**src/rtl/corner_switch_scheduler.sv**
```systemverilog
// Switch-allocation controller for a 3-port corner router: routes FIFO heads, arbitrates
// round-robin per output and holds a wormhole lock until the tail flit has transferred.
module corner_switch_scheduler #(
    parameter int unsigned NUM_PORTS  = 3,
    parameter int unsigned HORIZ_PORT = 0
) (
    input  logic                                clk,
    input  logic                                rst,
    input  logic [7:0]                          local_addr,
    input  logic [NUM_PORTS-1:0]                packet_valid,
    input  logic [NUM_PORTS-1:0][7:0]           packet_addr,
    input  logic [NUM_PORTS-1:0]                packet_tail,
    input  logic [NUM_PORTS-1:0]                buffer_full_in,
    output logic [NUM_PORTS-1:0][NUM_PORTS-1:0] grant_sel,
    output logic [NUM_PORTS-1:0]                grant_v,
    output logic [NUM_PORTS-1:0]                pop_v,
    output logic                                route_err
);

    // ST_GAP is the single dead cycle an output spends after any tail transfer.
    typedef enum logic [1:0] {ST_IDLE, ST_LOCKED, ST_GAP} state_e;

    localparam logic [1:0] LOCAL_OUT = 2'd2;
    localparam logic [1:0] H_OUT     = 2'(HORIZ_PORT);
    localparam logic [1:0] V_OUT     = 2'(1 - HORIZ_PORT);

    function automatic logic [1:0] wrap_inc(input logic [1:0] v);
        return (v == 2'd2) ? 2'd0 : v + 2'd1;
    endfunction

    state_e                      state_q [NUM_PORTS];
    state_e                      state_d [NUM_PORTS];
    logic [NUM_PORTS-1:0][1:0]   owner_q, owner_d;
    logic [NUM_PORTS-1:0][1:0]   rr_q, rr_d;
    logic                        route_err_q, route_err_d;

    logic [NUM_PORTS-1:0][1:0]   route;
    logic [NUM_PORTS-1:0]        uturn;
    logic [NUM_PORTS-1:0]        req_v;
    logic [NUM_PORTS-1:0]        held;

    always_comb begin : routing
        for (int unsigned i = 0; i < NUM_PORTS; i++) begin
            if (packet_addr[i] == local_addr) begin
                route[i] = LOCAL_OUT;
            end else if (packet_addr[i][7:4] != local_addr[7:4]) begin
                route[i] = H_OUT;
            end else begin
                route[i] = V_OUT;
            end
            uturn[i] = (i < 32'd2) && (route[i] == 2'(i));
            req_v[i] = packet_valid[i] & ~uturn[i];
        end
        held = '0;
        for (int unsigned o = 0; o < NUM_PORTS; o++) begin
            if (state_q[o] == ST_LOCKED) begin
                held[owner_q[o]] = 1'b1;
            end
        end
        route_err_d = route_err_q | (|(packet_valid & uturn));
    end

    always_comb begin : arbitration
        logic [NUM_PORTS-1:0] cand;
        logic [1:0]           scan;
        logic [1:0]           win;
        logic                 found;
        cand  = '0;
        scan  = '0;
        win   = '0;
        found = 1'b0;
        for (int unsigned o = 0; o < NUM_PORTS; o++) begin
            grant_sel[o] = '0;
            state_d[o]   = state_q[o];
            owner_d[o]   = owner_q[o];
            rr_d[o]      = rr_q[o];

            for (int unsigned i = 0; i < NUM_PORTS; i++) begin
                cand[i] = req_v[i] & (route[i] == 2'(o)) & ~held[i];
            end
            found = 1'b0;
            win   = rr_q[o];
            scan  = rr_q[o];
            for (int unsigned k = 0; k < NUM_PORTS; k++) begin
                if (!found && cand[scan]) begin
                    found = 1'b1;
                    win   = scan;
                end
                scan = wrap_inc(scan);
            end

            case (state_q[o])
                ST_IDLE: begin
                    if (found && !buffer_full_in[o]) begin
                        grant_sel[o][win] = 1'b1;
                        if (packet_tail[win]) begin
                            state_d[o] = ST_GAP;
                            rr_d[o]    = wrap_inc(win);
                        end else begin
                            state_d[o] = ST_LOCKED;
                            owner_d[o] = win;
                        end
                    end
                end
                ST_LOCKED: begin
                    if (packet_valid[owner_q[o]] && !buffer_full_in[o]) begin
                        grant_sel[o][owner_q[o]] = 1'b1;
                        if (packet_tail[owner_q[o]]) begin
                            state_d[o] = ST_GAP;
                            rr_d[o]    = wrap_inc(owner_q[o]);
                        end
                    end
                end
                default: state_d[o] = ST_IDLE;
            endcase
        end
    end

    always_comb begin : strobes
        grant_v = '0;
        pop_v   = '0;
        for (int unsigned o = 0; o < NUM_PORTS; o++) begin
            grant_v[o] = |grant_sel[o];
            for (int unsigned i = 0; i < NUM_PORTS; i++) begin
                pop_v[i] = pop_v[i] | grant_sel[o][i];
            end
        end
    end

    always_ff @(posedge clk) begin
        if (rst) begin
            for (int unsigned o = 0; o < NUM_PORTS; o++) begin
                state_q[o] <= ST_IDLE;
                owner_q[o] <= '0;
                rr_q[o]    <= '0;
            end
            route_err_q <= 1'b0;
        end else begin
            for (int unsigned o = 0; o < NUM_PORTS; o++) begin
                state_q[o] <= state_d[o];
                owner_q[o] <= owner_d[o];
                rr_q[o]    <= rr_d[o];
            end
            route_err_q <= route_err_d;
        end
    end

    assign route_err = route_err_q;

    for (genvar gi = 0; gi < NUM_PORTS; gi++) begin : g_pop_chk
        logic [NUM_PORTS-1:0] src;
        always_comb begin
            src = '0;
            for (int unsigned o = 0; o < NUM_PORTS; o++) begin
                src[o] = grant_sel[o][gi];
            end
        end
        a_pop_onehot: assert property (@(posedge clk) disable iff (rst) $onehot0(src));
    end

endmodule

```
**config.mk**
```make
export PLATFORM = sky130hd
export DESIGN_NAME = corner_switch_scheduler
export DESIGN_NICKNAME = d
export VERILOG_FILES = /design/src/rtl/corner_switch_scheduler.sv
export SDC_FILE = /design/constraint.sdc
export NUM_CORES = 1
export LEC_CHECK = 0
export BUFFER_PORTS_ARGS = -buffer_cell sky130_fd_sc_hd__buf_2
export CORE_ASPECT_RATIO = 1.2
export CORE_MARGIN = 8
export CORE_UTILIZATION = 40
export CTS_BUF_LIST = sky130_fd_sc_hd__clkbuf_8
export DETAILED_ROUTE_END_ITERATION = 16
export SLEW_MARGIN = 20
export SYNTH_ARGS = -nofsm -noshare
export SYNTH_HDL_FRONTEND = slang
export SYNTH_SLANG_ARGS = --single-unit
```
**constraint.sdc**
```tcl
create_clock -name clk -period 4.4 [get_ports clk]
set_input_delay 0.88 -clock clk [delete_from_list [all_inputs] [get_ports clk]]
set_output_delay 0.88 -clock clk [all_outputs]
set_load 0.01 [all_outputs]
```
==> results of run 1 <==
## worst max-delay path, stage by stage
cell	delay (ps)
buf_2	130
xor2_1	140
nor4_1	370
buf_4	200
and3_1	190
o22ai_1	130
a21bo_2	270
a32oi_1	280
inv_1	100
or3_1	340
buf_2	140
## synthesized netlist by cell type, types with 2 or more instances
master     count  area [µm²]
o21a_1         3        22.5
clkbuf_1       4        15.0
nor2_1        21        78.8
dfxtp_1       19         380
mux2_2         2        22.5
and3_1         2        12.5
and2_1         3        18.8
a21bo_2        2        20.0
xnor2_1       20         175
a31oi_1        4        25.0
xor2_1         4        35.0
nand2_1       12        45.0
and4_1         4        35.0
a21o_1         2        15.0
inv_1          8        30.0
nand3b_1       4        30.0
o21bai_1       2        15.0
o21ai_0        8        40.0
o211ai_1       2        15.0
buf_2          2        10.0
nand2b_1       7        43.8
nor4_1         2        12.5
a311oi_1       3        26.3
mux2i_1       10         100
or4bb_1        2        22.5
nand3_1        7        35.0
nand4_1       12        75.1
a32oi_1        2        17.5
nand4bb_1      2        22.5
nor3_1         7        35.0
a21oi_1       12        60.1
nor2b_1       11        68.8
nor4b_1        2        17.5
a211oi_1       3        22.5
or3_1          4        25.0
o22ai_1        4        25.0
## stage by stage
step | instances | hold WS (ps)
after global routing | 360 | 560
after CTS | 360 | 531
after global placement | 356 | 502
after floorplan | 241 | 483
after detailed placement | 356 | 519
final | 360 | 536
## flip-flops by register name (all words and copies together) (netlist names)
register	flops
state_q	6
rr_q	6
owner_q	6
route_err	1
## cell usage in the layout, fill, tap and decap left out, types with 3 or more instances in the layout
master	synthesis	final
nor3_1	7	7
xor2_1	4	4
a311oi_1	3	3
and4_1	4	4
nand2_1	12	12
buf_4	0	5
mux2i_1	10	10
nor2b_1	11	11
or3_1	4	4
o22ai_1	4	4
nand3_1	7	7
o21a_1	3	3
nor2_1	21	21
inv_1	8	9
dfxtp_1	19	19
clkbuf_8	0	3
o21ai_0	8	8
xnor2_1	20	20
nand4_1	12	12
and2_1	3	3
a21oi_1	12	12
nand2b_1	7	7
a211oi_1	3	3
a31oi_1	4	4
buf_2	2	58
nand3b_1	4	4
## power groups by stage
stage	logic, mW	clock network (mW)	registers [mW]
final	0.172	0.128	0.193
after global routing	0.189	0.137	0.194
after CTS	0.172	0.130	0.193
after detailed placement	0.172	0	0.197
after global placement	0.171	0	0.197
after floorplan	0.113	0	0.192
## cells by family (layout without fill, tap and decap cells)
logic type      Yosys count  after routing  synth area share, %
compound gates           57             57                 21.5
xor+xnor                 24             24                 11.0
buf+inv                  14             75                 2.87
flops                    19             19                 19.8
mux                      13             13                 6.98
simple gates            114            114                 37.9
## routing by layer
metal / up-vias / GRT usage (%) / routed length (µm)
met2: 93 / 26.2 / 2650
met3: 12 / 3.03 / 456
met5: - / 0 / 0
li1: 1032 / - / -
met4: 0 / 6.66 / 143
met1: 927 / 18.9 / 2490
## final timing paths
check	endpoint	slack (ps)	depth (start not counted)
max	pop_v[2]	360	11
min	owner_q[3]$_SDFFE_PP0P_	540	2
max reg2reg	rr_q[4]$_SDFFE_PP0P_	1300	9
min reg2reg	owner_q[3]$_SDFFE_PP0P_	540	2
## final cells by class
class,instances,area (µm²)
clock buffer,3,41.3
clock inverter,1,3.75
fill,475,2260
inverter,8,30.0
multi-input combinational,208,1480
sequential,19,380
tap,58,72.6
timing repair buffer,63,328
==> metrics, run 1 <==
Fmax=248 MHz; Worst Tran Pin Value=690 ps; CP max FO=3; Tcrit/Tclk final=91.8%; final hold vios=0; startpoint types=primary input; top_reg_cell synth=dfxtp_1; power per cell area=211 nW/µm²; Clock Latency Late Sink=270 ps; GR Overflow Total=0; CTS Sinks=19; Remaining DRCs=0; CTS Root Cell=clkbuf_8; standard-cell row count=27; # IOs=59; Post-synth EDFFs=0; Post-CTS Setup Inserts=0; layout cells sized above 1=25.8%; RSZ-0062 raised after global routing=false; Sw Share=34.7%; synthesized instance count=241; Die W=79.2 µm; dpl ws=377 ps; CP startpoint=local_addr[2]; starting density of the core=41.7%; Post-synth ARST share=0%; H-tree lvl count=1; Tmin final=4040 ps; Post-CTS Hold Buffers=0; fin util=50.9%; Req. time, crit path=3520 ps; fin area=2340 µm²; CTS tree=yes; synthesized area=1920 µm²; global-route wire length before repair=9.40 mm; CP endpoint kind=output pin; WS Path Type=primary input to output pin; Finish-stage setup viols=0; Die Ht=91.8 µm; antenna violations before repair=0; CTS Buf Count=3; final setup TNS=0 ps; IO buf count=58; post-CTS sizing=0; initial DRC count=118; Antenna Cells=0; largest net degree at the start of global routing=24; clock buffer depth=2; fin. max-slew vios=0; final net count=346; WL/cell=15.9 µm; R2R Path Start=owner_q[0]$_SDFFE_PP0P_; worst endpoint data arrival time=3160 ps; clock share of power=26.0%; total power=493 µW; GRT Total Usage=15.7%; Netlist cell types=59; Yosys reg bits=19; static leakage=0.975 nW; via count=2064; area post-placement=2290 µm²; Rel. slew slack=53.4%; vias per inst=5.73; Reg clk slew, reported paths=80 ps; Layout area overhead=21.9%; Yosys warning total=0; Max VDD drop=0.0000973 V; Int Power=322 µW; syn nets=284; hpwl dp=4.80 mm; final WL=5.74 mm; status=finished, final reports clean; Routed Antenna Nets=0; Pre-antenna DRT Iters=4; Mean Syn Cell Area=7.95 µm²; Placer Congestion=0.850; max cap viols=0; register area share after synthesis=19.8%; HP Start=owner_q[3]$_SDFFE_PP0P_; Switch Pwr=171 µW; Hold Path Class=flip-flop to flip-flop; Worst Skew=5.67 ps; Combinational Power Share=34.9%; Sequential Power Share=39.1%; die area=7270 µm²; Final WS setup=361 ps; total core area=4590 µm²; vias in the first global route=2059
No activity file was read; power rests on OpenSTA's default activity.
==> run 2: changes to the inputs <==
--- a/config.mk
+++ b/config.mk
@@ -8,9 +8,11 @@
 export BUFFER_PORTS_ARGS = -buffer_cell sky130_fd_sc_hd__buf_2
 export CORE_ASPECT_RATIO = 1.2
 export CORE_MARGIN = 8
-export CORE_UTILIZATION = 40
+export CORE_UTILIZATION = 50
 export CTS_BUF_LIST = sky130_fd_sc_hd__clkbuf_8
 export DETAILED_ROUTE_END_ITERATION = 16
+export PLACE_DENSITY = 0.78
+export REMOVE_ABC_BUFFERS = 1
 export SLEW_MARGIN = 20
 export SYNTH_ARGS = -nofsm -noshare
 export SYNTH_HDL_FRONTEND = slang
==> metrics, run 2 (synthesized netlist as in run 1, its figures left out) <==
total power=488 µW; Req. time, crit path=3520 ps; CP max FO=4; die area=6080 µm²; Hold Path Class=flip-flop to flip-flop; final net count=344; WL/cell=15.7 µm; GR Overflow Total=0; CTS tree=yes; CP endpoint kind=output pin; Reg clk slew, reported paths=80 ps; antenna violations before repair=0; initial DRC count=139; Top delay family on crit path=simple AND/OR/NAND/NOR gates; static leakage=0.966 nW; Worst Skew=7.92 ps; Post-CTS Hold Buffers=0; Rel. slew slack=51.6%; Worst Path Buf+Inv=3; Clock Latency Late Sink=260 ps; standard-cell row count=24; final hold vios=0; Post-CTS Setup Inserts=0; # IOs=59; post-CTS sizing=0; clock buffer depth=2; slowest CP cell=nor4_1; Placer Congestion=0.944; CTS Sinks=19; worst endpoint data arrival time=3110 ps; Die W=72.5 µm; Routed Antenna Nets=0; Remaining DRCs=0; top flop regs=owner_q (6), rr_q (6), state_q (6); final WL=5.54 mm; Crit path largest cell delay=360 ps; crit-path most repeated cell=buf_2; most frequent cells in the layout=buf_2 (58), nor2_1 (21), xnor2_1 (20), dfxtp_1 (19); vias in the first global route=2004; Fmax=251 MHz; Die Ht=83.8 µm; RSZ-0062 raised after global routing=false; power per cell area=211 nW/µm²; layout cells sized above 1=25.3%; max cap viols=0; final setup TNS=0 ps; Tcrit/Tclk final=90.7%; Worst Tran Pin Value=716 ps; WS Path Type=primary input to output pin; H-tree lvl count=1; worst path cell trace=buf_2 -> xor2_1 -> nor4_1 -> nand3_1 -> o211ai_1 -> a21bo_2 -> a32oi_1 -> inv_1 -> or3_1 -> buf_2; Register Area=380 µm²; leading cell type in the layout, fill and taps excluded=buf_2; starting density of the core=52.3%; fin. max-slew vios=0; global-route wire length before repair=8.93 mm; IO buf count=58; status=finished, final reports clean; fill cell count=347; startpoint types=primary input; CTS Root Cell=clkbuf_8; largest net degree at the start of global routing=24; GRT Total Usage=17.6%; via count=2065; Finish-stage setup viols=0; multi-input logic area=1480 µm²; vias per inst=5.87; hpwl dp=4.48 mm; Max VDD drop=0.000110 V; Tmin final=3990 ps; Layout area overhead=20.8%; total core area=3660 µm²; CTS Buf Count=3; Antenna Cells=0; Pre-antenna DRT Iters=4
run 2: final timing paths:
check,startpoint,to,slack [ps],cells past startpoint
hold / removal,route_err$_SDFF_PP0_,route_err$_SDFF_PP0_,540,2
setup reg to reg,state_q[0][5]$_SDFFE_PP0P_,rr_q[4]$_SDFFE_PP0P_,1260,8
hold reg to reg,route_err$_SDFF_PP0_,route_err$_SDFF_PP0_,540,2
setup / recovery,local_addr[2],pop_v[2],410,10
run 2: report_power, final:
part / internal (mW) / total, mW / switching, mW / leakage, nW
registers: 0.181 / 0.193 / 0.0119 / 0.154
logic: 0.0788 / 0.171 / 0.0925 / 0.784
clock network: 0.0621 / 0.124 / 0.0616 / 0.0269
total: 0.322 / 0.488 / 0.166 / 0.966
run 2: cell type report:
type,instances,area share [%]
tap,52,2.81
multi-input combinational,208,64.0
timing repair buffer,61,13.5
clock inverter,1,0.162
clock buffer,3,1.78
inverter,8,1.30
sequential,19,16.4
run 2: worst reg2reg max path: cells and delay by family (launching register included):
family,cells,cell delay [ps]
AO/OA/AOI/OAI,4,1270
AND/OR/NAND/NOR,3,960
flip-flops,1,460
multiplexers,1,360
run 2: layer usage:
layer | wire length, µm | track usage (%) | up-vias
met3 | 432 | 4.33 | 8
met5 | 0 | 0 | -
met1 | 2450 | 20.7 | 938
li1 | - | - | 1032
met4 | 84 | 7.12 | 0
met2 | 2570 | 29.3 | 87
run 2: metrics by stage:
step	util (%)	hold WS, ps	cells	setup WS (ps)	cell area, µm²
after global placement	62.0	510	348	442	2270
after floorplan	-	477	235	624	1890
after CTS	63.2	540	352	407	2310
after detailed placement	62.0	522	348	413	2270
after global routing	63.2	574	352	177	2310
final	63.2	543	352	408	2310
==> run 3: changes to the inputs <==
--- a/config.mk
+++ b/config.mk
@@ -5,13 +5,14 @@
 export SDC_FILE = /design/constraint.sdc
 export NUM_CORES = 1
 export LEC_CHECK = 0
+export ABC_CLOCK_PERIOD_IN_PS = 3240
 export BUFFER_PORTS_ARGS = -buffer_cell sky130_fd_sc_hd__buf_2
 export CORE_ASPECT_RATIO = 1.2
 export CORE_MARGIN = 8
-export CORE_UTILIZATION = 50
+export CORE_UTILIZATION = 45
 export CTS_BUF_LIST = sky130_fd_sc_hd__clkbuf_8
 export DETAILED_ROUTE_END_ITERATION = 16
-export PLACE_DENSITY = 0.78
+export PLACE_DENSITY = 0.74
 export REMOVE_ABC_BUFFERS = 1
 export SLEW_MARGIN = 20
 export SYNTH_ARGS = -nofsm -noshare
==> constraint.sdc (replaced) <==
create_clock -name clk -period 3.24 [get_ports clk]
set_input_delay 0.648 -clock clk [delete_from_list [all_inputs] [get_ports clk]]
set_output_delay 0.648 -clock clk [all_outputs]
set_load 0.01 [all_outputs]
==> metrics, run 3 (synthesized netlist as in run 1, its figures left out) <==
Fmax=291 MHz; worst endpoint data arrival time=2790 ps; Die Ht=87.5 µm; Switch Pwr=268 µW; Finish-stage setup viols=6; Worst R2R Setup Slack=30 ps; WL/cell=17.8 µm; layout cells sized above 1=50.3%; max cap viols=0; top flop regs=owner_q (6), rr_q (6), state_q (6); Remaining DRCs=0; Sw Share=35.0%; Clock Latency Late Sink=270 ps; H-tree lvl count=1; Final WS setup=-198 ps; global-route wire length before repair=10.8 mm; IO buf count=58; total core area=4160 µm²; final net count=404; Crit path largest cell delay=470 ps; RSZ-0062 raised after global routing=true; Post-CTS Hold Buffers=0; most frequent cells in the layout=buf_4 (60), buf_2 (55), nor2_1 (21), dfxtp_1 (13), nand4_1 (12); R2R Path Start=owner_q[0]$_SDFFE_PP0P_; Combinational Power Share=43.1%; status=finished with violations; antenna violations before repair=0; WS Path Type=primary input to output pin; Placer Congestion=0.919; failing checks=setup timing; GRT Total Usage=21.3%; Max VDD drop=0.000164 V; startpoint types=primary input; clock buffer depth=2; die area=6610 µm²; via count=2497; starting density of the core=46.0%; CP Capture Point=pop_v[2]; Top delay family on crit path=simple AND/OR/NAND/NOR gates; area post-placement=2600 µm²; power per cell area=247 nW/µm²; standard-cell row count=26; Antenna Cells=0; final WL=7.41 mm; clock share of power=23.0%; fin area=3100 µm²; Tcrit/Tclk final=106%; Routed Antenna Nets=0; reg-to-reg endpoint=rr_q[4]$_SDFFE_PP0P_; Layout area overhead=61.8%; final hold vios=0; hpwl dp=5.06 mm; Die W=75.6 µm; CTS Sinks=19; largest net degree at the start of global routing=24; CTS tree=yes; vias per inst=6.00; vias in the first global route=2422; CTS Buf Count=3; Worst Path Buf+Inv=3; initial DRC count=235; static leakage=1.37 nW; CTS Root Cell=clkbuf_8; Sequential Power Share=34.0%; Pre-antenna DRT Iters=5; CP max FO=3; Req. time, crit path=2590 ps; leading cell type in the layout, fill and taps excluded=buf_4; reg2reg path depth=12; Int Power=498 µW; total power=767 µW; Worst Skew=6.21 ps; GR Overflow Total=0; fin. max-slew vios=0; Hold Path Class=flip-flop to flip-flop; CP startpoint=local_addr[1]; worst path cell trace=buf_2 -> xnor2_1 -> nand4_1 -> or3_4 -> o211ai_1 -> a21bo_2 -> a32oi_2 -> inv_1 -> or3_1 -> buf_2; # IOs=59; Tmin final=3440 ps; Worst Tran Pin Value=470 ps; Reg clk slew, reported paths=80 ps; CP endpoint kind=output pin; slowest CP cell=or3_4; crit-path most repeated cell=buf_2; cell count along the critical path=10; Rel. slew slack=68.2%
## run 3: worst register-to-register path, delay by kind of cell (launching register included)
family / cells / cell delay, ps
compound gates: 3 / 690
buf+inv: 4 / 540
mux: 1 / 340
flops: 1 / 360
simple gates: 4 / 1160
## run 3: worst min path at each step
stage,slack (ps),endpoint,startpoint,cells after the start
2_1_floorplan,480,owner_q[3]$_SDFFE_PP0P_,owner_q[3]$_SDFFE_PP0P_,2
3_3_place_gp,500,route_err$_SDFF_PP0_,route_err$_SDFF_PP0_,2
3_5_place_dp,500,route_err$_SDFF_PP0_,route_err$_SDFF_PP0_,2
4_1_cts,520,route_err$_SDFF_PP0_,route_err$_SDFF_PP0_,2
5_1_grt,540,route_err$_SDFF_PP0_,route_err$_SDFF_PP0_,2
6_report,520,route_err$_SDFF_PP0_,route_err$_SDFF_PP0_,2
## run 3: stage by stage
step | TNS [ps] | hold WS [ps] | cells | util [%] | setup slack, ps
after detailed placement | -653 | 502 | 395 | 62.4 | -166
after global routing | -1400 | 539 | 416 | 74.5 | -274
after floorplan | -134 | 477 | 235 | - | -72.4
final | -757 | 525 | 416 | 74.5 | -198
after global placement | -444 | 501 | 395 | 62.4 | -128
after CTS | -392 | 522 | 408 | 70.0 | -130
## run 3: power groups by stage
stage          logic [mW]  clock network [mW]  registers (mW)
5_1_grt             0.352               0.190           0.262
4_1_cts             0.301               0.180           0.260
6_report            0.330               0.176           0.260
2_1_floorplan       0.146                   0           0.264
3_3_place_gp        0.268                   0           0.263
3_5_place_dp        0.273                   0           0.264
## run 3: repair_timing
item | in CTS | in global routing
buffers inserted | 10 | 8
resized for setup | 42 | 26
setup endpoints to repair | 9 | 15
pin swaps | 22 | 17
## run 3: final cells by class
class | instances | area, µm²
Timing Repair Buffer | 121 | 793
Multi-Input combinational cell | 208 | 1770
Clock buffer | 3 | 41.3
Tap cell | 56 | 70.1
Clock inverter | 1 | 3.75
Sequential cell | 19 | 393
Inverter | 8 | 30.0
Fill cell | 313 | 1060
## run 3: metal layers
layer,up-vias,wire [µm],track usage (%),part of all wire (%)
met3,31,616,4.49,8.3
met2,128,3790,37.9,51
met1,1184,2710,21.4,37
met5,-,0,0,0
li1,1154,-,-,-
met4,0,297,13.7,4.0
